### config.mk
export PLATFORM = sky130hd
export DESIGN_NAME = lcd_text_buffer
export DESIGN_NICKNAME = d
export VERILOG_FILES = /design/src/rtl/lcd_text_pkg.sv /design/src/rtl/lcd_text_sub_div.sv /design/src/rtl/lcd_text_buffer.sv
export SDC_FILE = /design/constraint.sdc
export NUM_CORES = 1
export LEC_CHECK = 0
export ABC_AREA = 0
export CORE_MARGIN = 2
export CORE_UTILIZATION = 50
export DETAILED_ROUTE_END_ITERATION = 12
export HOLD_SLACK_MARGIN = 0.03
export PLACE_DENSITY = 0.68
export SKIP_CTS_REPAIR_TIMING = 1
export SLEW_MARGIN = 20
export SYNTH_ARGS = -nofsm -noshare
export SYNTH_HDL_FRONTEND = slang
export SYNTH_SLANG_ARGS = --single-unit
### constraint.sdc
create_clock -name LCD_TEXT_CLK -period 5.9 [get_ports LCD_TEXT_CLK]
set_input_delay 1.77 -clock LCD_TEXT_CLK [delete_from_list [all_inputs] [get_ports LCD_TEXT_CLK]]
set_output_delay 1.77 -clock LCD_TEXT_CLK [all_outputs]
set_load 0.05 [all_outputs]
### src/rtl/lcd_text_pkg.sv
// Shared types and ASCII constants for the LCD text buffer slice.
package lcd_text_pkg;

  typedef enum logic [2:0] {
    ST_CLEAR,
    ST_IDLE,
    ST_LATCH,
    ST_INT_DIG,
    ST_FRAC_DIG,
    ST_WRITE,
    ST_DONE
  } lcd_text_state_t;

  localparam int LINE_W   = 16;
  localparam int LINE_CNT = 4;

  localparam logic [7:0] ASCII_DIGIT_BASE = 8'h30;
  localparam logic [7:0] ASCII_PLUS       = 8'h2B;
  localparam logic [7:0] ASCII_MINUS      = 8'h2D;
  localparam logic [7:0] ASCII_DOT        = 8'h2E;
  localparam logic [7:0] ASCII_T          = 8'h54;
  localparam logic [7:0] ASCII_COLON      = 8'h3A;
  localparam logic [7:0] ASCII_C          = 8'h43;
  localparam logic [7:0] ASCII_N          = 8'h4E;

  localparam logic [8*12-1:0] ERR_TEXT = "T:SENSOR ERR";

  function automatic logic [7:0] err_char(input logic [3:0] col, input logic [7:0] fill);
    if (col < 4'd12) err_char = ERR_TEXT[8*(11-int'(col)) +: 8];
    else             err_char = fill;
  endfunction

  function automatic logic [7:0] digit_char(input logic [3:0] d);
    digit_char = ASCII_DIGIT_BASE + {4'h0, d};
  endfunction

  function automatic logic [7:0] hex_char(input logic [3:0] nib);
    hex_char = (nib < 4'd10) ? (8'h30 + {4'h0, nib}) : (8'h37 + {4'h0, nib});
  endfunction

endpackage

### src/rtl/lcd_text_sub_div.sv
// Serial decimal digit extractor: repeated subtraction of a constant divisor.
module lcd_text_sub_div (
  input  logic        LCD_TEXT_CLK,
  input  logic        LCD_TEXT_RESET_N,
  input  logic        start,
  input  logic [13:0] value,
  input  logic [13:0] divisor,
  output logic [3:0]  digit,
  output logic [13:0] remainder,
  output logic        done,
  output logic        busy
);

  logic        run_reg;
  logic [13:0] rem_reg;
  logic [3:0]  digit_reg;

  always_ff @(posedge LCD_TEXT_CLK or negedge LCD_TEXT_RESET_N) begin
    if (!LCD_TEXT_RESET_N) begin
      run_reg   <= 1'b0;
      rem_reg   <= '0;
      digit_reg <= '0;
    end else if (start) begin
      run_reg   <= 1'b1;
      rem_reg   <= value;
      digit_reg <= '0;
    end else if (run_reg) begin
      if (rem_reg >= divisor) begin
        rem_reg   <= rem_reg - divisor;
        digit_reg <= digit_reg + 4'd1;
      end else begin
        run_reg <= 1'b0;
      end
    end
  end

  // done is asserted for exactly one cycle, while digit/remainder are final
  assign done      = run_reg && (rem_reg < divisor);
  assign busy      = run_reg;
  assign digit     = digit_reg;
  assign remainder = rem_reg;

endmodule

### src/rtl/lcd_text_buffer.sv
// 4x16 LCD text RAM with DS18B20 temperature formatter.
// Optional macro LCD_TEXT_UPDATE_CNT_EN adds an update counter line.
module lcd_text_buffer #(
  parameter logic [1:0] TEMP_LINE   = 2'd0,
  parameter logic [7:0] FILL_CHAR   = 8'h20,
  parameter logic [7:0] DEGREE_CHAR = 8'hDF
) (
  input  logic        LCD_TEXT_CLK,
  input  logic        LCD_TEXT_RESET_N,
  input  logic [15:0] TEMP_DATA,
  input  logic        TEMP_VALID,
  input  logic        TEMP_ERROR,
  input  logic        LCD_MAIN_MEMORY_REQUEST,
  input  logic [8:0]  LCD_MAIN_MEMORY_ADDRESS,
  output logic [7:0]  LCD_TEXT_DATA_OUT,
  output logic        LCD_TEXT_DATA_ENABLED,
  output logic        LCD_TEXT_BUSY,
  output logic        LCD_TEXT_UPDATED
);
  import lcd_text_pkg::*;

  lcd_text_state_t state_reg, state_next;
  logic [5:0]  clr_addr_reg;
  logic [4:0]  wr_cnt_reg;
  logic [1:0]  dig_idx_reg;
  logic        pending_reg, hold_err_reg, err_reg, sign_reg;
  logic [15:0] hold_data_reg, abs_val;
  logic [13:0] work_reg, frac_reg, divisor;
  logic [3:0]  int_h_reg, int_t_reg, int_u_reg;
  logic [3:0]  frac_dig_reg [4];
  logic [7:0]  data_out_reg, line_char, cnt_char, mem_wdata;
  logic [5:0]  mem_waddr;
  logic [1:0]  line_sel;
  logic        data_en_reg, mem_we, div_start, div_done, div_busy;
  logic [3:0]  div_digit;
  logic [13:0] div_rem;
  logic [7:0]  mem [LINE_W*LINE_CNT];

`ifdef LCD_TEXT_UPDATE_CNT_EN
  localparam logic [4:0] WR_LAST = 5'd31;
  logic [15:0] upd_cnt_reg;

  always_ff @(posedge LCD_TEXT_CLK or negedge LCD_TEXT_RESET_N) begin
    if (!LCD_TEXT_RESET_N)       upd_cnt_reg <= '0;
    else if (state_reg == ST_DONE) upd_cnt_reg <= upd_cnt_reg + 16'd1;
  end

  always_comb begin
    cnt_char = FILL_CHAR;
    case (wr_cnt_reg[3:0])
      4'd0: cnt_char = ASCII_N;
      4'd1: cnt_char = ASCII_COLON;
      4'd2: cnt_char = hex_char(upd_cnt_reg[15:12]);
      4'd3: cnt_char = hex_char(upd_cnt_reg[11:8]);
      4'd4: cnt_char = hex_char(upd_cnt_reg[7:4]);
      4'd5: cnt_char = hex_char(upd_cnt_reg[3:0]);
      default: cnt_char = FILL_CHAR;
    endcase
  end
`else
  localparam logic [4:0] WR_LAST = 5'd15;
  assign cnt_char = FILL_CHAR;
`endif

  always_ff @(posedge LCD_TEXT_CLK or negedge LCD_TEXT_RESET_N) begin
    if (!LCD_TEXT_RESET_N) state_reg <= ST_CLEAR;
    else                   state_reg <= state_next;
  end

  always_comb begin
    state_next = state_reg;
    case (state_reg)
      ST_CLEAR:    if (clr_addr_reg == 6'd63) state_next = ST_IDLE;
      ST_IDLE:     if (pending_reg) state_next = ST_LATCH;
      ST_LATCH:    state_next = hold_err_reg ? ST_WRITE : ST_INT_DIG;
      ST_INT_DIG:  if (div_done && dig_idx_reg == 2'd1) state_next = ST_FRAC_DIG;
      ST_FRAC_DIG: if (div_done && dig_idx_reg == 2'd2) state_next = ST_WRITE;
      ST_WRITE:    if (wr_cnt_reg == WR_LAST) state_next = ST_DONE;
      ST_DONE:     state_next = ST_IDLE;
      default:     state_next = ST_CLEAR;
    endcase
  end

  always_comb begin
    LCD_TEXT_BUSY    = (state_reg != ST_IDLE);
    LCD_TEXT_UPDATED = (state_reg == ST_DONE);
    div_start = ((state_reg == ST_INT_DIG) || (state_reg == ST_FRAC_DIG)) && !div_busy;
    divisor   = 14'd10;
    if (state_reg == ST_INT_DIG && dig_idx_reg == 2'd0)  divisor = 14'd100;
    if (state_reg == ST_FRAC_DIG && dig_idx_reg == 2'd0) divisor = 14'd1000;
    if (state_reg == ST_FRAC_DIG && dig_idx_reg == 2'd1) divisor = 14'd100;
    mem_we = (state_reg == ST_CLEAR) || (state_reg == ST_WRITE);
  end

  lcd_text_sub_div u_div (
    .LCD_TEXT_CLK     (LCD_TEXT_CLK),
    .LCD_TEXT_RESET_N (LCD_TEXT_RESET_N),
    .start            (div_start),
    .value            (work_reg),
    .divisor          (divisor),
    .digit            (div_digit),
    .remainder        (div_rem),
    .done             (div_done),
    .busy             (div_busy)
  );

  // Leading zeros of the integer part are blanked; units always shown
  always_comb begin
    line_char = FILL_CHAR;
    if (err_reg) begin
      line_char = err_char(wr_cnt_reg[3:0], FILL_CHAR);
    end else begin
      case (wr_cnt_reg[3:0])
        4'd0:  line_char = ASCII_T;
        4'd1:  line_char = ASCII_COLON;
        4'd2:  line_char = sign_reg ? ASCII_MINUS : ASCII_PLUS;
        4'd3:  line_char = (int_h_reg == 4'd0) ? FILL_CHAR : digit_char(int_h_reg);
        4'd4:  line_char = (int_h_reg == 4'd0 && int_t_reg == 4'd0) ? FILL_CHAR : digit_char(int_t_reg);
        4'd5:  line_char = digit_char(int_u_reg);
        4'd6:  line_char = ASCII_DOT;
        4'd7:  line_char = digit_char(frac_dig_reg[0]);
        4'd8:  line_char = digit_char(frac_dig_reg[1]);
        4'd9:  line_char = digit_char(frac_dig_reg[2]);
        4'd10: line_char = digit_char(frac_dig_reg[3]);
        4'd11: line_char = DEGREE_CHAR;
        4'd12: line_char = ASCII_C;
        default: line_char = FILL_CHAR;
      endcase
    end
  end

  assign line_sel  = TEMP_LINE + {1'b0, wr_cnt_reg[4]};
  assign mem_waddr = (state_reg == ST_CLEAR) ? clr_addr_reg : {line_sel, wr_cnt_reg[3:0]};
  assign mem_wdata = (state_reg == ST_CLEAR) ? FILL_CHAR : (wr_cnt_reg[4] ? cnt_char : line_char);
  assign abs_val   = hold_data_reg[15] ? (~hold_data_reg + 16'd1) : hold_data_reg;

  always_ff @(posedge LCD_TEXT_CLK) begin
    if (mem_we) mem[mem_waddr] <= mem_wdata;
  end

  always_ff @(posedge LCD_TEXT_CLK or negedge LCD_TEXT_RESET_N) begin
    if (!LCD_TEXT_RESET_N) begin
      clr_addr_reg  <= '0;
      wr_cnt_reg    <= '0;
      dig_idx_reg   <= '0;
      pending_reg   <= 1'b0;
      hold_data_reg <= '0;
      hold_err_reg  <= 1'b0;
      err_reg       <= 1'b0;
      sign_reg      <= 1'b0;
      work_reg      <= '0;
      frac_reg      <= '0;
      int_h_reg     <= '0;
      int_t_reg     <= '0;
      int_u_reg     <= '0;
      for (int i = 0; i < 4; i++) frac_dig_reg[i] <= '0;
      data_out_reg  <= 8'h00;
      data_en_reg   <= 1'b0;
    end else begin
      // A strobe in the LATCH cycle wins over the clear
      if (TEMP_VALID) begin
        pending_reg   <= 1'b1;
        hold_data_reg <= TEMP_DATA;
        hold_err_reg  <= TEMP_ERROR;
      end else if (state_reg == ST_LATCH) begin
        pending_reg <= 1'b0;
      end
      clr_addr_reg <= (state_reg == ST_CLEAR) ? clr_addr_reg + 6'd1 : 6'd0;
      wr_cnt_reg   <= (state_reg == ST_WRITE) ? wr_cnt_reg + 5'd1 : 5'd0;
      case (state_reg)
        ST_LATCH: begin
          err_reg     <= hold_err_reg;
          sign_reg    <= hold_data_reg[15];
          work_reg    <= {6'd0, abs_val[11:4]};
          frac_reg    <= {10'd0, abs_val[3:0]} * 14'd625;
          dig_idx_reg <= 2'd0;
        end
        ST_INT_DIG: if (div_done) begin
          if (dig_idx_reg == 2'd0) begin
            int_h_reg   <= div_digit;
            work_reg    <= div_rem;
            dig_idx_reg <= 2'd1;
          end else begin
            int_t_reg   <= div_digit;
            int_u_reg   <= div_rem[3:0];
            work_reg    <= frac_reg;
            dig_idx_reg <= 2'd0;
          end
        end
        ST_FRAC_DIG: if (div_done) begin
          frac_dig_reg[dig_idx_reg] <= div_digit;
          work_reg                  <= div_rem;
          if (dig_idx_reg == 2'd2) begin
            frac_dig_reg[3] <= div_rem[3:0];
            dig_idx_reg     <= 2'd0;
          end else begin
            dig_idx_reg <= dig_idx_reg + 2'd1;
          end
        end
        default: ;
      endcase
      if (LCD_MAIN_MEMORY_REQUEST && state_reg != ST_CLEAR) begin
        data_out_reg <= mem[LCD_MAIN_MEMORY_ADDRESS[5:0]];
        data_en_reg  <= 1'b1;
      end else begin
        data_en_reg <= 1'b0;
      end
    end
  end

  assign LCD_TEXT_DATA_OUT     = data_out_reg;
  assign LCD_TEXT_DATA_ENABLED = data_en_reg;

endmodule
==> After elaboration in Yosys (flattened, before gate mapping) <==
Memory sizes are Yosys's and may differ from the RTL's. A register that Yosys moved wholly into a read port is not among the register bits.
Index checks and enable logic that the tools add are counted.
{ "totals": {"ff_bits": 112, "output_inout_bits": 11, "mem_bits_rw": 512, "input_bits": 30, "memories": 1} }
{ "mem_list": {"columns": ["name", "depth", "word_bits", "rd", "rd_clocked_by_memory_dff", "wr", "line", "text"], "rows": [
  ["mem", 64, 8, 1, 1, 1, "lcd_text_buffer.sv:37", "logic [7:0] mem [LINE_W*LINE_CNT];"]
]} }
{ "op_classes": {"addsub": 14, "eq_ne": 30, "n_lt_le_gt_ge": 5, "muxes": 49, "mul": 1, "bitwise_logic": 3, "reduce_logical": 30, "n_shift": 1} }
{ "op_table": {"columns": ["operator", "count"], "rows": [
  ["14-bit two-way mux", 8],
  ["8-bit case mux with 13 select lines", 1],
  ["96-bit by 8-bit variable part select with 8-bit output (first input constant)", 1],
  ["6-bit by 4-bit adder with 7-bit output (first input constant)", 7],
  ["14-bit case mux with 3 select lines", 1],
  ["8-bit two-way mux", 4],
  ["3-bit two-way mux", 7],
  ["7-bit two-way mux", 3],
  ["3-bit case mux with 7 select lines", 1],
  ["4-bit == test (second input constant)", 5],
  ["4-bit two-way mux", 5],
  ["16-bit bitwise mux", 1],
  ["4-bit by 3-bit == test with 1-bit output (second input constant)", 4],
  ["14-bit greater-or-equal comparator", 1],
  ["14-bit < comparator", 1],
  ["4-bit by 10-bit multiplier with 14-bit output (second input constant)", 1],
  ["2-bit inequality test (second input constant)", 7],
  ["14-bit subtractor", 1],
  ["12-bit by 1-bit adder with 12-bit output (second input constant)", 1],
  ["4-bit logical NOT", 3],
  ["12-bit two-way mux", 1],
  ["6-bit two-way mux", 2],
  ["12-bit inverter", 1],
  ["1-bit logical AND", 10],
  ["34 further kinds", 56]
]} }

==> Logic depth before layout (Yosys ltp) <==
{ "depth": {"depth_word": 10, "ltp_mapped": 14, "mapped_depth_nobuf": 14} }

==> By module <==
A second synthesis with hierarchy kept.
{ "hier_totals": {"hier_cells": 1774, "hier_area_um2": 27123.5} }
{ "modules_own_cells": {"columns": ["mod", "area_each_um2", "n_inst", "seq_area_each_um2", "cells_per_inst"], "rows": [
  ["lcd_text_buffer", 25416.9, 1, 17802.1, 1576],
  ["lcd_text_sub_div", 1706.6, 1, 475.5, 198]
]} }

==> Least setup slack after synthesis <==
Ideal clock, no wire load.
{ "synth_path": {"path_kind": "register to register", "startpoint": "register wr_cnt_reg[2]", "endpoint": "memory mem[0][4] (data pin)", "stages_incl_launch_ff": 8, "setup_time_ps": 741, "t_arrival_ps": 4467, "synth_period_minus_slack_ps": 5208, "t_required_ps": 5159, "slack_ps": 692, "cell_sequence": "dfrtp_1 clkbuf_1 inv_1 ha_1 clkbuf_1 a21oi_1 a211o_1 a221oi_1"} }
{ "synth_between": {"elab_chain_len": 6, "word_cells_on_any_way": 21, "cone_classes": "add/sub (1); order compare (1); eq/ne (12); shift (1); mux (5); reduce/logical (1)"} }
{ "synth_lines": {"columns": ["element", "line", "text"], "rows": [
  ["start, declared", "lcd_text_buffer.sv:24", "logic [4:0] wr_cnt_reg;"],
  ["start signal, assigned", "lcd_text_buffer.sv:169", "wr_cnt_reg <= (state_reg == ST_WRITE) ? wr_cnt_reg + 5'd1 : 5'd0;"],
  ["4-bit by 4-bit subtractor with 5-bit output", "lcd_text_pkg.sv:29", "if (col < 4'd12) err_char = ERR_TEXT[8*(11-int'(col)) +: 8];"],
  ["96-bit by 8-bit variable part select with 8-bit output", "lcd_text_pkg.sv:29", null],
  ["8-bit two-way mux", "lcd_text_pkg.sv:29", null],
  ["8-bit two-way mux *", "lcd_text_buffer.sv:110", "if (err_reg) begin"],
  ["8-bit two-way mux * (2 in series)", "lcd_text_buffer.sv:134", "assign mem_wdata = (state_reg == ST_CLEAR) ? FILL_CHAR : (wr_cnt_reg[4] ? cnt_char : line_char);"],
  ["named net mem_wdata[4]", "lcd_text_buffer.sv:31", "logic [7:0] data_out_reg, line_char, cnt_char, mem_wdata;"],
  ["end, declared", "lcd_text_buffer.sv:37", null]
]} }
The timed path passes the listed nets; every way through them passes the cells marked *.

==> Worst setup path after layout <==
{ "layout_path": {"startpoint": "register state_reg[1]", "endpoint": "output LCD_TEXT_UPDATED"} }
{ "layout_between": {"elab_chain_len": 1} }
{ "layout_lines": {"columns": ["element", "line", "text"], "rows": [
  ["start, declared", "lcd_text_buffer.sv:22", "lcd_text_state_t state_reg, state_next;"],
  ["start signal, assigned", "lcd_text_buffer.sv:67", "else state_reg <= state_next;"],
  ["3-bit == test", "lcd_text_buffer.sv:86", "LCD_TEXT_UPDATED = (state_reg == ST_DONE);"],
  ["end, declared", "lcd_text_buffer.sv:18", "output logic LCD_TEXT_UPDATED"]
]} }
No other way between the ends.

==> summary.txt <==
GRT
  – Total GRT Usage: 21.3%
  – Vias in the first global route: 14488
  – Total grt overflow: 0
  – Largest net degree at the start of global routing: 73
  – Initial antenna violation count: 0
  – First-pass GRT wire length: 89.6 mm

Critical path
  – Reg-to-Reg Start: hold_data_reg[0]
  – Crit. End Element: output port
  – Kind of critical path: reg2out
  – Critical Path RT: 4.13 ns
  – Worst R2R Path Depth: 13
  – Crit Path Max Fanout: 12
  – Reg-to-reg endpoint: frac_reg[12]
  – R2r setup slk: 1.96 ns
  – CP endpoint: LCD_TEXT_UPDATED
  – Critical Path Source: state_reg[1]
  – Crit start category: flip-flop
  – WP data arrival: 2.57 ns

Power and ir drop
  – Sw Pwr: 0.00187 W
  – Clock power frac: 44.5%
  – Switching Share: 20.5%
  – PwrDens: 306 mW/mm2
  – P_leak: 8.99 nW
  – Peak VDD IR: 194 uV
  – Part of the power in registers: 52.0%
  – Combinational power share: 3.6%
  – Cell Int Power: 0.00728 W
  – Tot Pwr: 0.00916 W

Synth
  – Yosys Warn Count: 0
  – Syn_nets: 1636
  – Mapped cell area: 0.0266 mm2
  – Cell count after synthesis: 1570
  – Post-synth top area cell: edfxtp_1
  – Top cell type's share of synthesized area: 57.7%
  – Largest cells by area after synthesis: edfxtp_1, mux4_2, dfrtp_1, ha_1, nor2_1
  – Synth unique cells: 75
  – FF+latch count, synth: 628
  – Top_reg_cell synth: edfxtp_1
  – Register area share after synthesis: 68.6%
  – Avg Cell Area, Syn: 17.0 um2
  – Async SR Flop Fraction: 18.5%
  – Number of synthesized flops with an enable pin: 512

Timing
  – Setup violators final: 0
  – Pins Over Slew Limit: 0
  – Final Cycle Share: 73.5%
  – RSZ-0062 raised after global routing: false
  – Fin. Hold Viols: 0
  – Tightest Pin Transition: 1.11 ns
  – Final TNS setup: 0 ns
  – Maximum clock frequency: 0.231 GHz
  – Clk_skew: 0.0261 ns
  – Slew HR: 25.7%
  – Period minus WS final: 4.34 ns

Drt
  – Via count: 14327
  – Wirelength, routed: 57.6 mm
  – Drt first pass iters: 6
  – Routed Antenna Nets: 0
  – Vias/cell: 6.12
  – Residual DRC: 0
  – WL per Instance: 24.6 um
  – DRT iter0 DRCs: 1273

Layout
  – Sequential standard cell area: 0.0183 mm2
  – Fillers: 3995
  – Most frequent cells in the layout: edfxtp_1, mux4_2, dfrtp_1
  – Post-layout nets: 1670
  – Diodes inserted: 0
  – Area Growth Syn to Fin: 12.1%
  – Layout cells sized above 1: 18.8%
  – Max FFs per register: 512
  – Final Cell Area: 0.0299 mm2
  – Post-Layout Cell Count: 2341
  – Area of the multi-input gates: 0.00797 mm2
  – Commonest non-fill, non-tap cell in the layout: edfxtp_1

Floorplan
  – Initial Utilization: 50.6%
  – Ports: 41
  – Rows: 84
  – Die area: 0.0552 mm2
  – Chip Width: 235 um
  – Die Ht: 235 um
  – Core ar.: 0.0527 mm2

Clocking
  – Clock sinks: 628
  – CTS tree: yes
  – Max H-tree Level: 3
  – TritonCTS Buffers: 66
  – Max Root-Sink Buffers: 3
  – Clk Latency, worst-skew pair: 0.60 ns
  – CTS Root Cell: clkbuf_16
  – Clock transition at the registers of the reported paths: 0.06 ns

Placed design
  – Placed inst area: 0.0278 mm2
  – DP HPWL: 36.0 mm
  – Placed cell count: 2224
  – Routability-driven placement congestion ratio: 0.863
  – Port Buffers: 34

Run status
  – Status: complete, no violations

Hold path
  – Hold WC Path Type: reg2reg

Run
  – Max cap viols: 0
[routing by layer]
layer,wire length (um),global-route usage (%),vias to the layer above
li1,-,-,6316
met1,24200,30.2,7413
met2,28100,33.9,509
met3,3840,3.99,89
met4,1480,6.81,0
met5,0,0,-
[logic make-up after synthesis]
group / Yosys count / synth area share [%]
xor gates and xnor gates: 26 / 0.855
DFF: 628 / 68.6
buffers and inverters: 123 / 1.82
AOI/OAI and AO/OA: 214 / 5.63
adders and majority gates: 36 / 1.80
muxes: 220 / 15.6
and+or+nand+nor: 323 / 5.69
[worst min-delay path by stage]
| stage | from | end | slack, ns | depth (start not counted) |
|---|---|---|---|---|
| 4_1_cts | work_reg[0] | u_div.remainder[0] | 0.48 | 2 |
| 3_3_place_gp | work_reg[0] | u_div.remainder[0] | 0.46 | 2 |
| 6_report | frac_reg[7] | frac_reg[7] | 0.48 | 2 |
| 5_1_grt | frac_dig_reg[13] | frac_dig_reg[13] | 0.50 | 1 |
| 3_5_place_dp | work_reg[0] | u_div.remainder[0] | 0.46 | 2 |
| 2_1_floorplan | work_reg[0] | u_div.remainder[0] | 0.44 | 2 |
[power by group through the flow]
stage | sequential, W | clock (W) | combinational, W
global route | 0.00476 | 0.00433 | 0.000367
CTS | 0.00476 | 0.00415 | 0.000335
global placement | 0.00485 | 0 | 0.000325
finish | 0.00476 | 0.00407 | 0.000326
detailed placement | 0.00485 | 0 | 0.000332
floorplan | 0.00484 | 0 | 0.000239
[worst max-delay path: stages (launching register included)]
cell and delay [ns]:
dfrtp_1 0.54, inv_1 0.18, nor3_1 0.37, clkdlybuf4s50_1 0.88
[layout make-up]
class                      instances  share of cell area [%]
inverter                          37                   0.465
clock buffer                      85                    5.90
sequential                       628                    61.2
multi-input combinational        819                    26.7
tap                              688                    2.88
timing repair buffer              52                    1.72
clock inverter                    32                    1.17
[synthesized netlist by cell type, types with 10 or more instances]
master and instances:
mux2_2 16, buf_2 13, nand2_1 100, a211oi_1 16
nand2b_1 18, o22ai_1 10, a22oi_1 20, o21ai_0 52
nor2_1 103, a21oi_1 27, a222oi_1 13, inv_1 36
xor2_1 10, mux2_1 26, clkbuf_1 61, dfrtp_1 116
edfxtp_1 512, ha_1 32, nor3_1 14, mux4_2 151
mux2i_1 26, nand3_1 33, buf_1 11, xnor2_1 16
[through the flow]
stage | util [%] | hold slack [ns] | setup slack, ns
3_5_place_dp | 52.7 | 0.465 | 1.46
4_1_cts | 56.7 | 0.478 | 1.52
3_3_place_gp | 52.7 | 0.456 | 1.58
5_1_grt | 56.7 | 0.504 | 1.35
6_report | 56.7 | 0.483 | 1.56
2_1_floorplan | - | 0.439 | 0.692
Power figures use the tool's default switching activity.
==> RTL change: new RTL, same settings <==
Register the inputs `TEMP_DATA`, `TEMP_VALID`, `TEMP_ERROR`, `LCD_MAIN_MEMORY_REQUEST` and `LCD_MAIN_MEMORY_ADDRESS` before use, without a reset. The logic sees them one clock later.
--- a/src/rtl/lcd_text_buffer.sv
+++ b/src/rtl/lcd_text_buffer.sv
@@ -18,6 +18,20 @@
   output logic        LCD_TEXT_UPDATED
 );
   import lcd_text_pkg::*;
+
+  logic [15:0] TEMP_DATA_q;
+  logic TEMP_VALID_q;
+  logic TEMP_ERROR_q;
+  logic LCD_MAIN_MEMORY_REQUEST_q;
+  logic [8:0] LCD_MAIN_MEMORY_ADDRESS_q;
+
+  always_ff @(posedge LCD_TEXT_CLK) begin
+    TEMP_DATA_q               <= TEMP_DATA;
+    TEMP_VALID_q              <= TEMP_VALID;
+    TEMP_ERROR_q              <= TEMP_ERROR;
+    LCD_MAIN_MEMORY_REQUEST_q <= LCD_MAIN_MEMORY_REQUEST;
+    LCD_MAIN_MEMORY_ADDRESS_q <= LCD_MAIN_MEMORY_ADDRESS;
+  end
 
   lcd_text_state_t state_reg, state_next;
   logic [5:0]  clr_addr_reg;
@@ -158,10 +172,10 @@
       data_en_reg   <= 1'b0;
     end else begin
       // A strobe in the LATCH cycle wins over the clear
-      if (TEMP_VALID) begin
+      if (TEMP_VALID_q) begin
         pending_reg   <= 1'b1;
-        hold_data_reg <= TEMP_DATA;
-        hold_err_reg  <= TEMP_ERROR;
+        hold_data_reg <= TEMP_DATA_q;
+        hold_err_reg  <= TEMP_ERROR_q;
       end else if (state_reg == ST_LATCH) begin
         pending_reg <= 1'b0;
       end
@@ -199,8 +213,8 @@
         end
         default: ;
       endcase
-      if (LCD_MAIN_MEMORY_REQUEST && state_reg != ST_CLEAR) begin
-        data_out_reg <= mem[LCD_MAIN_MEMORY_ADDRESS[5:0]];
+      if (LCD_MAIN_MEMORY_REQUEST_q && state_reg != ST_CLEAR) begin
+        data_out_reg <= mem[LCD_MAIN_MEMORY_ADDRESS_q[5:0]];
         data_en_reg  <= 1'b1;
       end else begin
         data_en_reg <= 1'b0;
Function: same outputs for any inputs over 4 cycles, from zero or initial values and one cycle with LCD_TEXT_RESET_N low; that may be too few to reach the edited logic, so the function may still have changed.
==> RTL change against the original RTL <==
First-iteration DRC count rose by 18%. Power rose by 3.2%. Die area rose by 2.0%. Setup slack got worse by 44 ps. Sequential cell count rose by 22. Routed wire length rose by 0.99%. Area after synthesis rose by 2.0%. Non-clock buffer count fell by 1. Design area rose by 2.0%. Synthesized cell count rose by 1.5%. Via count rose by 1.3%.
==> RTL change: results (changes against the original RTL) <==
| Metric | Value |
|---|---|
| # clk buffers | `88 (+3.5%)` |
| Largest cells by area after synthesis | `edfxtp_1, mux4_2, dfrtp_1` |
| Routed length on met2 | `28200 um (+0.54%)` |
| Dpl cell area | `28300 sq um (+1.8%)` |
| Worst R2R Start | `state_reg[2]` |
| Sequential share of the synthesized area | `68.9% (+0.27 points)` |
| Yosys cell types | `80 (+6.7%)` |
| M1 WL | `25100 um (+3.8%)` |
| Worst hold start | `TEMP_DATA_q[1]` |
| Drt first pass iters | `7 (+1)` |
| Grt met2 use | `34.0% (+0.12 points)` |
| M3 GR Usage | `4.02% (+0.024 points)` |
| Dpl hpwl | `36600 um (+1.9%)` |
| Nets | `1700 (+1.8%)` |
| Die area | `56200 sq um (+2.0%)` |
| Non-CTS buffers | `51 (-1.9%)` |
| PwrDens | `310 nW/um^2 (+1.2%)` |
| Multi-input gates | `823 (+0.49%)` |
| VDD IR max | `186 uV (-4.1%)` |
| Min Hold Slack | `444 ps (-39.4 ps)` |
| Leakage | `9.19 nW (+2.3%)` |
| Status | `completed` |
| Clk tree area frac | `7.18% (+0.11 points)` |
| Total GRT Usage | `21.4% (about the same)` |
| Hold path endpoint | `hold_data_reg[1]` |
| Largest net degree at the start of global routing | `65 (-11%)` |
| DR vias | `14513 (+1.3%)` |
| Routability cong. | `0.910 (+5.5%)` |
| Layout cell share with drive strength beyond 1 | `20.3% (+1.5 points)` |
| Non-Clock Buffer Area Fraction | `1.65% (-0.070 points)` |
| Fraction of area in multi-input gates | `26.3% (-0.34 points)` |
| Post-placement cell count | `2259 (+1.6%)` |
| First-pass GRT wire length | `90300 um (+0.72%)` |
| Sequential portion of the cell area | `61.5% (+0.30 points)` |
| Async S/R FF share, synth | `17.8% (-0.63 points)` |
| Mean Syn Cell Area | `17.1 sq um (+0.53%)` |
| Setup WS pre-CTS | `1660 ps (+202 ps)` |
| Clk_skew | `30.3 ps (+4.13 ps)` |
-- RTL change: worst max-delay path by stage --
stage | from | endpoint | slack, ps | cells after the start
floorplan | wr_cnt_reg[0] | mem[0][4] | 920 | 8
global placement | state_reg[0] | work_reg[0] | 1770 | 10
detailed placement | state_reg[0] | work_reg[0] | 1660 | 10
CTS | state_reg[0] | LCD_TEXT_BUSY | 1490 | 3
global route | state_reg[0] | work_reg[0] | 1330 | 10
finish | state_reg[0] | LCD_TEXT_BUSY | 1520 | 3
-- RTL change: logic make-up after synthesis --
logic type                 Yosys count  share of synthesized area [%]
AOI/OAI and AO/OA                  221                           5.78
DFF                                650                           68.9
adders and majority gates           36                           1.77
xor gates and xnor gates            26                          0.838
muxes                              233                           15.5
buffers and inverters              120                           1.82
and+or+nand+nor                    307                           5.47
-- RTL change: power breakdown --
part	switching (mW)	internal, mW	total [mW]
registers	0.0413	4.90	4.94
logic	0.158	0.147	0.305
clock network	1.74	2.45	4.20
total	1.94	7.50	9.44
